<file path="src/rtl/seg_scan_n_if.sv">
// ---------------------------------------------------------------------------
// seg_scan_n_if
//   Bundles the display-side signals of the seven-segment scanner.
//
//   Source side (master drives, slave receives):
//     data      [4*DIGITS]  hex nibbles, nibble i -> digit i (digit 0 rightmost)
//     dp        [DIGITS]    decimal-point enables
//     blink     [DIGITS]    blink enables
//     load                  capture data/dp/blink into the pending buffer
//     blank_lz              leading-zero blanking enable (live)
//   Display side (slave drives, master receives):
//     seg       [7]         segments a..g, active-low, seg[0]=a
//     dp_n                  decimal point, active-low
//     an        [DIGITS]    digit enables, active-low
//     busy                  pending buffer not yet shown
//     frame_done            one-cycle pulse per frame wrap
// ---------------------------------------------------------------------------
interface seg_scan_n_if #(
  parameter int DIGITS = 8
);
  logic [4*DIGITS-1:0] data;
  logic [DIGITS-1:0]   dp;
  logic [DIGITS-1:0]   blink;
  logic                load;
  logic                blank_lz;
  logic [6:0]          seg;
  logic                dp_n;
  logic [DIGITS-1:0]   an;
  logic                busy;
  logic                frame_done;

  modport master (
    output data, dp, blink, load, blank_lz,
    input  seg, dp_n, an, busy, frame_done
  );

  modport slave (
    input  data, dp, blink, load, blank_lz,
    output seg, dp_n, an, busy, frame_done
  );
endinterface

</file>
<file path="src/rtl/seg_scan_n.sv">
// ---------------------------------------------------------------------------
// seg_scan_n
//   Multiplexed common-anode seven-segment scanner. Scans DIGITS digits, one
//   slot of TICK_DIV clocks each, from a double-buffered display word. New
//   words land in a pending buffer on load and move to the display buffer
//   only at a frame wrap, so a frame never shows a mix of old and new data.
//   Adds per-digit decimal points, per-digit blink (BLINK_FRAMES frames per
//   half-period), optional leading-zero blanking and a frame-done strobe.
//
//   Ports:
//     CLK100MHZ  board clock, all state on its rising edge
//     reset      asynchronous active-high reset; blanks the display at once
//     bus        seg_scan_n_if slave modport (data/dp/blink/load/blank_lz in,
//                seg/dp_n/an/busy/frame_done out)
// ---------------------------------------------------------------------------
module seg_scan_n #(
  parameter int DIGITS       = 8,
  parameter int TICK_DIV     = 262144,
  parameter int BLINK_FRAMES = 64
) (
  input  logic          CLK100MHZ,
  input  logic          reset,
  seg_scan_n_if.slave   bus
);

  localparam int PRE_W  = $clog2(TICK_DIV);
  localparam int IDX_W  = (DIGITS > 1) ? $clog2(DIGITS) : 1;
  localparam int FCNT_W = (BLINK_FRAMES > 1) ? $clog2(BLINK_FRAMES) : 1;
  localparam int DATA_W = 4 * DIGITS;

  localparam logic [PRE_W-1:0]  PRE_LAST  = PRE_W'(TICK_DIV - 1);
  localparam logic [IDX_W-1:0]  IDX_LAST  = IDX_W'(DIGITS - 1);
  localparam logic [FCNT_W-1:0] FCNT_LAST = FCNT_W'(BLINK_FRAMES - 1);

  // Hex digit to active-low segment pattern, bit order g..a.
  function automatic logic [6:0] hex_seg(input logic [3:0] h);
    logic [6:0] s;
    case (h)
      4'h0: s = 7'b1000000;
      4'h1: s = 7'b1111001;
      4'h2: s = 7'b0100100;
      4'h3: s = 7'b0110000;
      4'h4: s = 7'b0011001;
      4'h5: s = 7'b0010010;
      4'h6: s = 7'b0000010;
      4'h7: s = 7'b1111000;
      4'h8: s = 7'b0000000;
      4'h9: s = 7'b0010000;
      4'hA: s = 7'b0001000;
      4'hB: s = 7'b0000011;
      4'hC: s = 7'b1000110;
      4'hD: s = 7'b0100001;
      4'hE: s = 7'b0000110;
      default: s = 7'b0001110;
    endcase
    return s;
  endfunction

  // Timing state
  logic [PRE_W-1:0]  pre_q, pre_d;
  logic [IDX_W-1:0]  idx_q, idx_d;
  logic [FCNT_W-1:0] fcnt_q, fcnt_d;
  logic              phase_q, phase_d;
  logic              frame_done_q, frame_done_d;

  // Pending and display buffers
  logic [DATA_W-1:0] pend_data_q, pend_data_d;
  logic [DIGITS-1:0] pend_dp_q, pend_dp_d;
  logic [DIGITS-1:0] pend_blink_q, pend_blink_d;
  logic              pend_v_q, pend_v_d;
  logic [DATA_W-1:0] disp_data_q, disp_data_d;
  logic [DIGITS-1:0] disp_dp_q, disp_dp_d;
  logic [DIGITS-1:0] disp_blink_q, disp_blink_d;

  // Registered drive
  logic [DIGITS-1:0] an_q, an_d;
  logic [6:0]        seg_q, seg_d;
  logic              dp_n_q, dp_n_d;

  logic       tick;
  logic       frame_edge;
  logic [3:0] cur_nib;
  logic       cur_dp;
  logic       cur_blink;
  logic       upper_zero;
  logic       dark;

  // ---- slot / frame timing ----
  always_comb begin
    tick       = (pre_q == PRE_LAST);
    frame_edge = tick && (idx_q == IDX_LAST);

    pre_d = tick ? '0 : pre_q + 1'b1;

    idx_d = idx_q;
    if (tick) begin
      idx_d = (idx_q == IDX_LAST) ? '0 : idx_q + 1'b1;
    end

    fcnt_d  = fcnt_q;
    phase_d = phase_q;
    if (frame_edge) begin
      if (fcnt_q == FCNT_LAST) begin
        fcnt_d  = '0;
        phase_d = ~phase_q;
      end else begin
        fcnt_d = fcnt_q + 1'b1;
      end
    end

    frame_done_d = frame_edge;
  end

  // ---- double buffer ----
  // The frame-edge transfer reads the registered pending contents, so a load
  // on that same edge is not shown this frame; it stays pending instead.
  always_comb begin
    pend_data_d  = pend_data_q;
    pend_dp_d    = pend_dp_q;
    pend_blink_d = pend_blink_q;
    pend_v_d     = pend_v_q;
    disp_data_d  = disp_data_q;
    disp_dp_d    = disp_dp_q;
    disp_blink_d = disp_blink_q;

    if (frame_edge && pend_v_q) begin
      disp_data_d  = pend_data_q;
      disp_dp_d    = pend_dp_q;
      disp_blink_d = pend_blink_q;
      pend_v_d     = 1'b0;
    end

    if (bus.load) begin
      pend_data_d  = bus.data;
      pend_dp_d    = bus.dp;
      pend_blink_d = bus.blink;
      pend_v_d     = 1'b1;
    end
  end

  // ---- digit select and decode ----
  always_comb begin
    cur_nib    = 4'h0;
    cur_dp     = 1'b0;
    cur_blink  = 1'b0;
    upper_zero = 1'b1;
    for (int j = 0; j < DIGITS; j++) begin
      if (idx_q == IDX_W'(j)) begin
        cur_nib   = disp_data_q[4*j +: 4];
        cur_dp    = disp_dp_q[j];
        cur_blink = disp_blink_q[j];
      end
      // Any nonzero nibble at or above the current digit keeps it lit.
      if ((j >= int'(idx_q)) && (disp_data_q[4*j +: 4] != 4'h0)) begin
        upper_zero = 1'b0;
      end
    end

    dark = (phase_q && cur_blink) ||
           (bus.blank_lz && (idx_q != '0) && upper_zero);

    for (int j = 0; j < DIGITS; j++) begin
      an_d[j] = !(!dark && (idx_q == IDX_W'(j)));
    end
    seg_d  = dark ? 7'b1111111 : hex_seg(cur_nib);
    dp_n_d = dark || !cur_dp;
  end

  // ---- state registers ----
  always_ff @(posedge CLK100MHZ or posedge reset) begin
    if (reset) begin
      pre_q        <= '0;
      idx_q        <= '0;
      fcnt_q       <= '0;
      phase_q      <= 1'b0;
      frame_done_q <= 1'b0;
      pend_data_q  <= '0;
      pend_dp_q    <= '0;
      pend_blink_q <= '0;
      pend_v_q     <= 1'b0;
      disp_data_q  <= '0;
      disp_dp_q    <= '0;
      disp_blink_q <= '0;
      an_q         <= '1;
      seg_q        <= 7'b1111111;
      dp_n_q       <= 1'b1;
    end else begin
      pre_q        <= pre_d;
      idx_q        <= idx_d;
      fcnt_q       <= fcnt_d;
      phase_q      <= phase_d;
      frame_done_q <= frame_done_d;
      pend_data_q  <= pend_data_d;
      pend_dp_q    <= pend_dp_d;
      pend_blink_q <= pend_blink_d;
      pend_v_q     <= pend_v_d;
      disp_data_q  <= disp_data_d;
      disp_dp_q    <= disp_dp_d;
      disp_blink_q <= disp_blink_d;
      an_q         <= an_d;
      seg_q        <= seg_d;
      dp_n_q       <= dp_n_d;
    end
  end

  assign bus.an         = an_q;
  assign bus.seg        = seg_q;
  assign bus.dp_n       = dp_n_q;
  assign bus.busy       = pend_v_q;
  assign bus.frame_done = frame_done_q;

endmodule

</file>
<file path="src/flat_wrapper.sv">
// flat-port wrapper written by rule: the top's interface ports become plain ports
module seg_scan_n_flat 
#(
  parameter int DIGITS       = 8,
  parameter int TICK_DIV     = 262144,
  parameter int BLINK_FRAMES = 64
)
  (CLK100MHZ, reset, bus_data, bus_dp, bus_blink, bus_load, bus_blank_lz, bus_seg, bus_dp_n, bus_an, bus_busy, bus_frame_done);
  seg_scan_n_if #(.DIGITS(DIGITS)) bus_i ();
  input  logic CLK100MHZ;
  input  logic reset;
  input wire logic [$bits(bus_i.data)-1:0] bus_data;
  input wire logic [$bits(bus_i.dp)-1:0] bus_dp;
  input wire logic [$bits(bus_i.blink)-1:0] bus_blink;
  input wire logic [$bits(bus_i.load)-1:0] bus_load;
  input wire logic [$bits(bus_i.blank_lz)-1:0] bus_blank_lz;
  output wire logic [$bits(bus_i.seg)-1:0] bus_seg;
  output wire logic [$bits(bus_i.dp_n)-1:0] bus_dp_n;
  output wire logic [$bits(bus_i.an)-1:0] bus_an;
  output wire logic [$bits(bus_i.busy)-1:0] bus_busy;
  output wire logic [$bits(bus_i.frame_done)-1:0] bus_frame_done;
  assign bus_i.data = bus_data;
  assign bus_i.dp = bus_dp;
  assign bus_i.blink = bus_blink;
  assign bus_i.load = bus_load;
  assign bus_i.blank_lz = bus_blank_lz;
  assign bus_seg = bus_i.seg;
  assign bus_dp_n = bus_i.dp_n;
  assign bus_an = bus_i.an;
  assign bus_busy = bus_i.busy;
  assign bus_frame_done = bus_i.frame_done;
  seg_scan_n #(.DIGITS(DIGITS), .TICK_DIV(TICK_DIV), .BLINK_FRAMES(BLINK_FRAMES)) u_core (.CLK100MHZ(CLK100MHZ), .reset(reset), .bus(bus_i));
endmodule
</file>
<file path="config.mk">
export PLATFORM = sky130hd
export DESIGN_NAME = seg_scan_n_flat
export DESIGN_NICKNAME = d
export VERILOG_FILES = /design/src/rtl/seg_scan_n_if.sv /design/src/rtl/seg_scan_n.sv /design/src/flat_wrapper.sv
export SDC_FILE = /design/constraint.sdc
export NUM_CORES = 1
export LEC_CHECK = 0
export CORE_MARGIN = 2
export CORE_UTILIZATION = 27
export CTS_CLUSTER_DIAMETER = 80
export DETAILED_ROUTE_END_ITERATION = 10
export SETUP_SLACK_MARGIN = 0.1
export SLEW_MARGIN = 40
export SYNTH_ARGS = -nofsm -noshare
export SYNTH_HDL_FRONTEND = slang
export SYNTH_SLANG_ARGS = --single-unit
</file>
<file path="constraint.sdc">
create_clock -name CLK100MHZ -period 4 [get_ports CLK100MHZ]
set_input_delay 0.4 -clock CLK100MHZ [delete_from_list [all_inputs] [get_ports CLK100MHZ]]
set_output_delay 0.4 -clock CLK100MHZ [all_outputs]
set_load 0.005 [all_outputs]
</file>
==> flow_summary.yaml <==
timing:
  period_minus_slack_ns: 3.29
  fmax_mhz: 304
  hold_viol: 0
  worst_slew_pin_slew_ns: 0.769
  tns_ns: 0
  setup_viol: 0
  timing.final.crit_share_pct: 82.2
  slew_viol_final: 0
  grt_setup_unrepaired: "false"
  slew_headroom_pct: 48.8
  fin_worst_skew_ns: 0.0116
floorplanning:
  die_w_um: 160
  die-area_mm2: 0.0256
  ios: 70
  fp.dieH_um: 160
  core_mm2: 0.0241
  start_util_pct: 27.3
  rows: 57
global_route:
  grt_max_degree: 143
  grt_use_total_pct: 12.1
  overflow: 0
  grt_pass1_wl_um: 24400
  antenna_found_initial: 0
  first_global_vias: 4321
synth:
  syn-num-nets: 574
  yosys_warnings: 0
  synth-seq-cells: 142
  synth.avg_cell_area_um2: 12.9
  yosysUniqueCellTypes: 74
  ys_seq_area_share_pct: 54.4
  postSynth.asyncResetShare_pct: 100
  netlist_instances: 510
  syn-cell-area_mm2: 0.00657
  synth_edf_count: 0
  synth_flop_cell: "dfrtp_1"
placement:
  dp_cells: 888
  port_buffers: 69
  gp_congestion: 0.850
  hpwlAfterDp_um: 10200
pwr:
  power.leakage_nw: 3.51
  internal-power_mw: 2.52
  power-per-cell-area_mw_per_mm2: 393
  p_total_mw: 3.22
  p_sw_share_pct: 21.8
  power_switching_uw: 703
  share_seq_of_total_power_pct: 47.1
  comb_power_share_pct: 4.6
  pwr-share-clk_pct: 48.3
  ir_drop_uv: 197
setup_path:
  crit_type: "flop to flop"
  timing.rr.end: "u_core.bus.seg[3]"
  startpoint: "u_core.idx_q[1]"
  worstPathMaxFanout: 19
  rrSetupSlack_ns: 0.71
  reg2reg_depth: 13
  arrival_ns: 3.61
  worst-endpoint-required_ns: 4.32
  regToRegStartpoint: "u_core.idx_q[1]"
  cp-end-kind: "flop"
  critPathLaunchType: "flop"
status:
  status: "complete, no violations"
drt:
  post-route-drc-count: 0
  avgViaCountPerCell: 4.59
  drt-initial-drc-count: 264
  vias: 4224
  wire_per_inst_um: 15.9
  totalWireLength_um: 14600
  drt_pass1_iterations: 5
  postRouteAntennaNets: 0
job:
  maxCapViolations: 0
layout:
  multi_input_comb_area_mm2: 0.00280
  utilization_pct: 34.0
  fin_cells: 921
  seqCellArea_mm2: 0.00357
  syn_to_final_growth_pct: 24.7
  fill_cells: 2445
  drive_above_1_share_pct: 29.1
  antenna_cells: 0
  num-nets-final: 648
cts:
  root_buffer: "clkbuf_16"
  numCtsBuffers: 17
  path_clk_slew_ns: 0.06
  post_cts_buffers: 0
  cts_hold_buf: 0
  clock-sinks: 142
  h-tree-depth: 4
  worstSkewPairLatency_ns: 0.42
  cts_tree: "built"
  post_cts_resized: 0
  clock_path_buffers: 2
min_path:
  hold_class: "primary input to asynchronous set/reset pin"
[metal layers]
layer  part of all wire, %  routed length, um  global-route usage [%]  up-vias
li1                      -                  -                       -     2002
met1                    49               7210                    17.4     2116
met2                    45               6560                    17.7       96
met3                   4.4                649                    3.17       10
met4                   1.3                188                    4.22        0
met5                     0                  0                       0        -
[synth_stat cells (all sizes together), types with 5 or more instances]
| library cell | n | area, um2 |
|---|---|---|
| o211ai | 6 | 45.0 |
| a21oi | 6 | 30.0 |
| xnor2 | 8 | 70.1 |
| inv | 10 | 37.5 |
| nor4 | 5 | 31.3 |
| buf | 20 | 146 |
| ha | 12 | 150 |
| dfrtp | 126 | 3150 |
| nand2 | 34 | 128 |
| mux2 | 98 | 1180 |
| xor2 | 10 | 87.6 |
| o21ai | 22 | 110 |
| dfstp | 16 | 420 |
| nand3 | 29 | 163 |
| nor2 | 19 | 78.8 |
| and2 | 5 | 33.8 |
| nand3b | 6 | 45.0 |
[power groups by stage]
stage               combinational, mW  sequential, mW  clock, mW
global route                    0.163            1.52       1.68
CTS                             0.149            1.52       1.60
finish                          0.147            1.52       1.56
floorplan                      0.0800            1.53          0
global placement                0.147            1.54          0
detailed placement              0.148            1.54          0
[cells in the final DEF, fill, tap and decap left out, types with 4 or more instances in the layout]
| cell | n |
|---|---|
| xor2_1 | 10 |
| clkinvlp_4 | 4 |
| mux2_4 | 20 |
| dfstp_2 | 16 |
| and2_1 | 4 |
| nor4_1 | 5 |
| mux2i_1 | 4 |
| xnor2_1 | 8 |
| o21ai_0 | 21 |
| nand3_1 | 27 |
| mux2_2 | 78 |
| inv_1 | 9 |
| clkbuf_16 | 17 |
| buf_4 | 8 |
| ha_1 | 12 |
| a21oi_1 | 6 |
| nand3b_1 | 6 |
| clkdlybuf4s50_1 | 68 |
| dfrtp_1 | 126 |
| nor2_1 | 18 |
| o211ai_1 | 6 |
| nand2_1 | 34 |
[critical path, cell delays in order, from the launching register on]
cell       delay [ns]
dfrtp_1          0.72
ha_1             0.26
ha_1             0.48
inv_1            0.28
nand2_1          0.10
o21ai_0          0.08
a31oi_1          0.16
buf_4            0.17
inv_1            0.07
ha_1             0.19
inv_1            0.10
nor2_1           0.05
a2111oi_0        0.38
o21ai_0          0.16
[worst max-delay path by stage]
stage                             end  slack [ns]  cells past startpoint
floorplan           u_core.bus.seg[3]        1.10                     15
global placement    u_core.bus.seg[3]        0.92                     13
detailed placement  u_core.bus.seg[3]        0.80                     13
CTS                 u_core.bus.seg[3]        0.78                     13
global route        u_core.bus.seg[3]        0.44                     13
finish              u_core.bus.seg[3]        0.71                     13
[state kept, by name (all words and copies together) (netlist names)]
name	flops
u_core.pend_dp_q	8
u_core.bus.frame_done	1
u_core.phase_q	1
u_core.bus.seg	7
u_core.pre_q	18
u_core.bus.dp_n	1
u_core.bus.busy	1
u_core.pend_blink_q	8
u_core.disp_dp_q	8
u_core.bus.an	8
u_core.fcnt_q	6
u_core.pend_data_q	32
u_core.disp_blink_q	8
u_core.idx_q	3
u_core.disp_data_q	32
[cell families (layout without fill, tap and decap cells)]
kind of cell	count (synthesis)	count (layout)	synth area share, %
flip-flops	142	142	54.4
AND/OR/NAND/NOR	129	129	11.1
multiplexers	102	102	18.5
AO/OA/AOI/OAI	73	73	8.28
buffers and inverters	34	121	3.03
XOR/XNOR	18	18	2.40
adder cells (fa/ha/maj)	12	12	2.29
[layout make-up]
type,instances,area share [%]
Tap cell,324,4.95
Clock buffer,20,5.45
Multi-Input combinational cell,334,34.1
Sequential cell,142,43.6
Clock inverter,12,1.66
Inverter,10,0.504
Timing Repair Buffer,79,9.68
[metrics by stage]
step           hold slack [ns]  area, um2  worst slack, ns
2_1_floorplan            0.438       6570             1.10
3_3_place_gp             0.454       7580            0.921
3_5_place_dp             0.461       7580            0.803
4_1_cts                  0.475       8170            0.779
5_1_grt                  0.372       8190            0.440
6_report                 0.370       8190            0.710
Note: power is estimated with default switching activity, not from simulation.
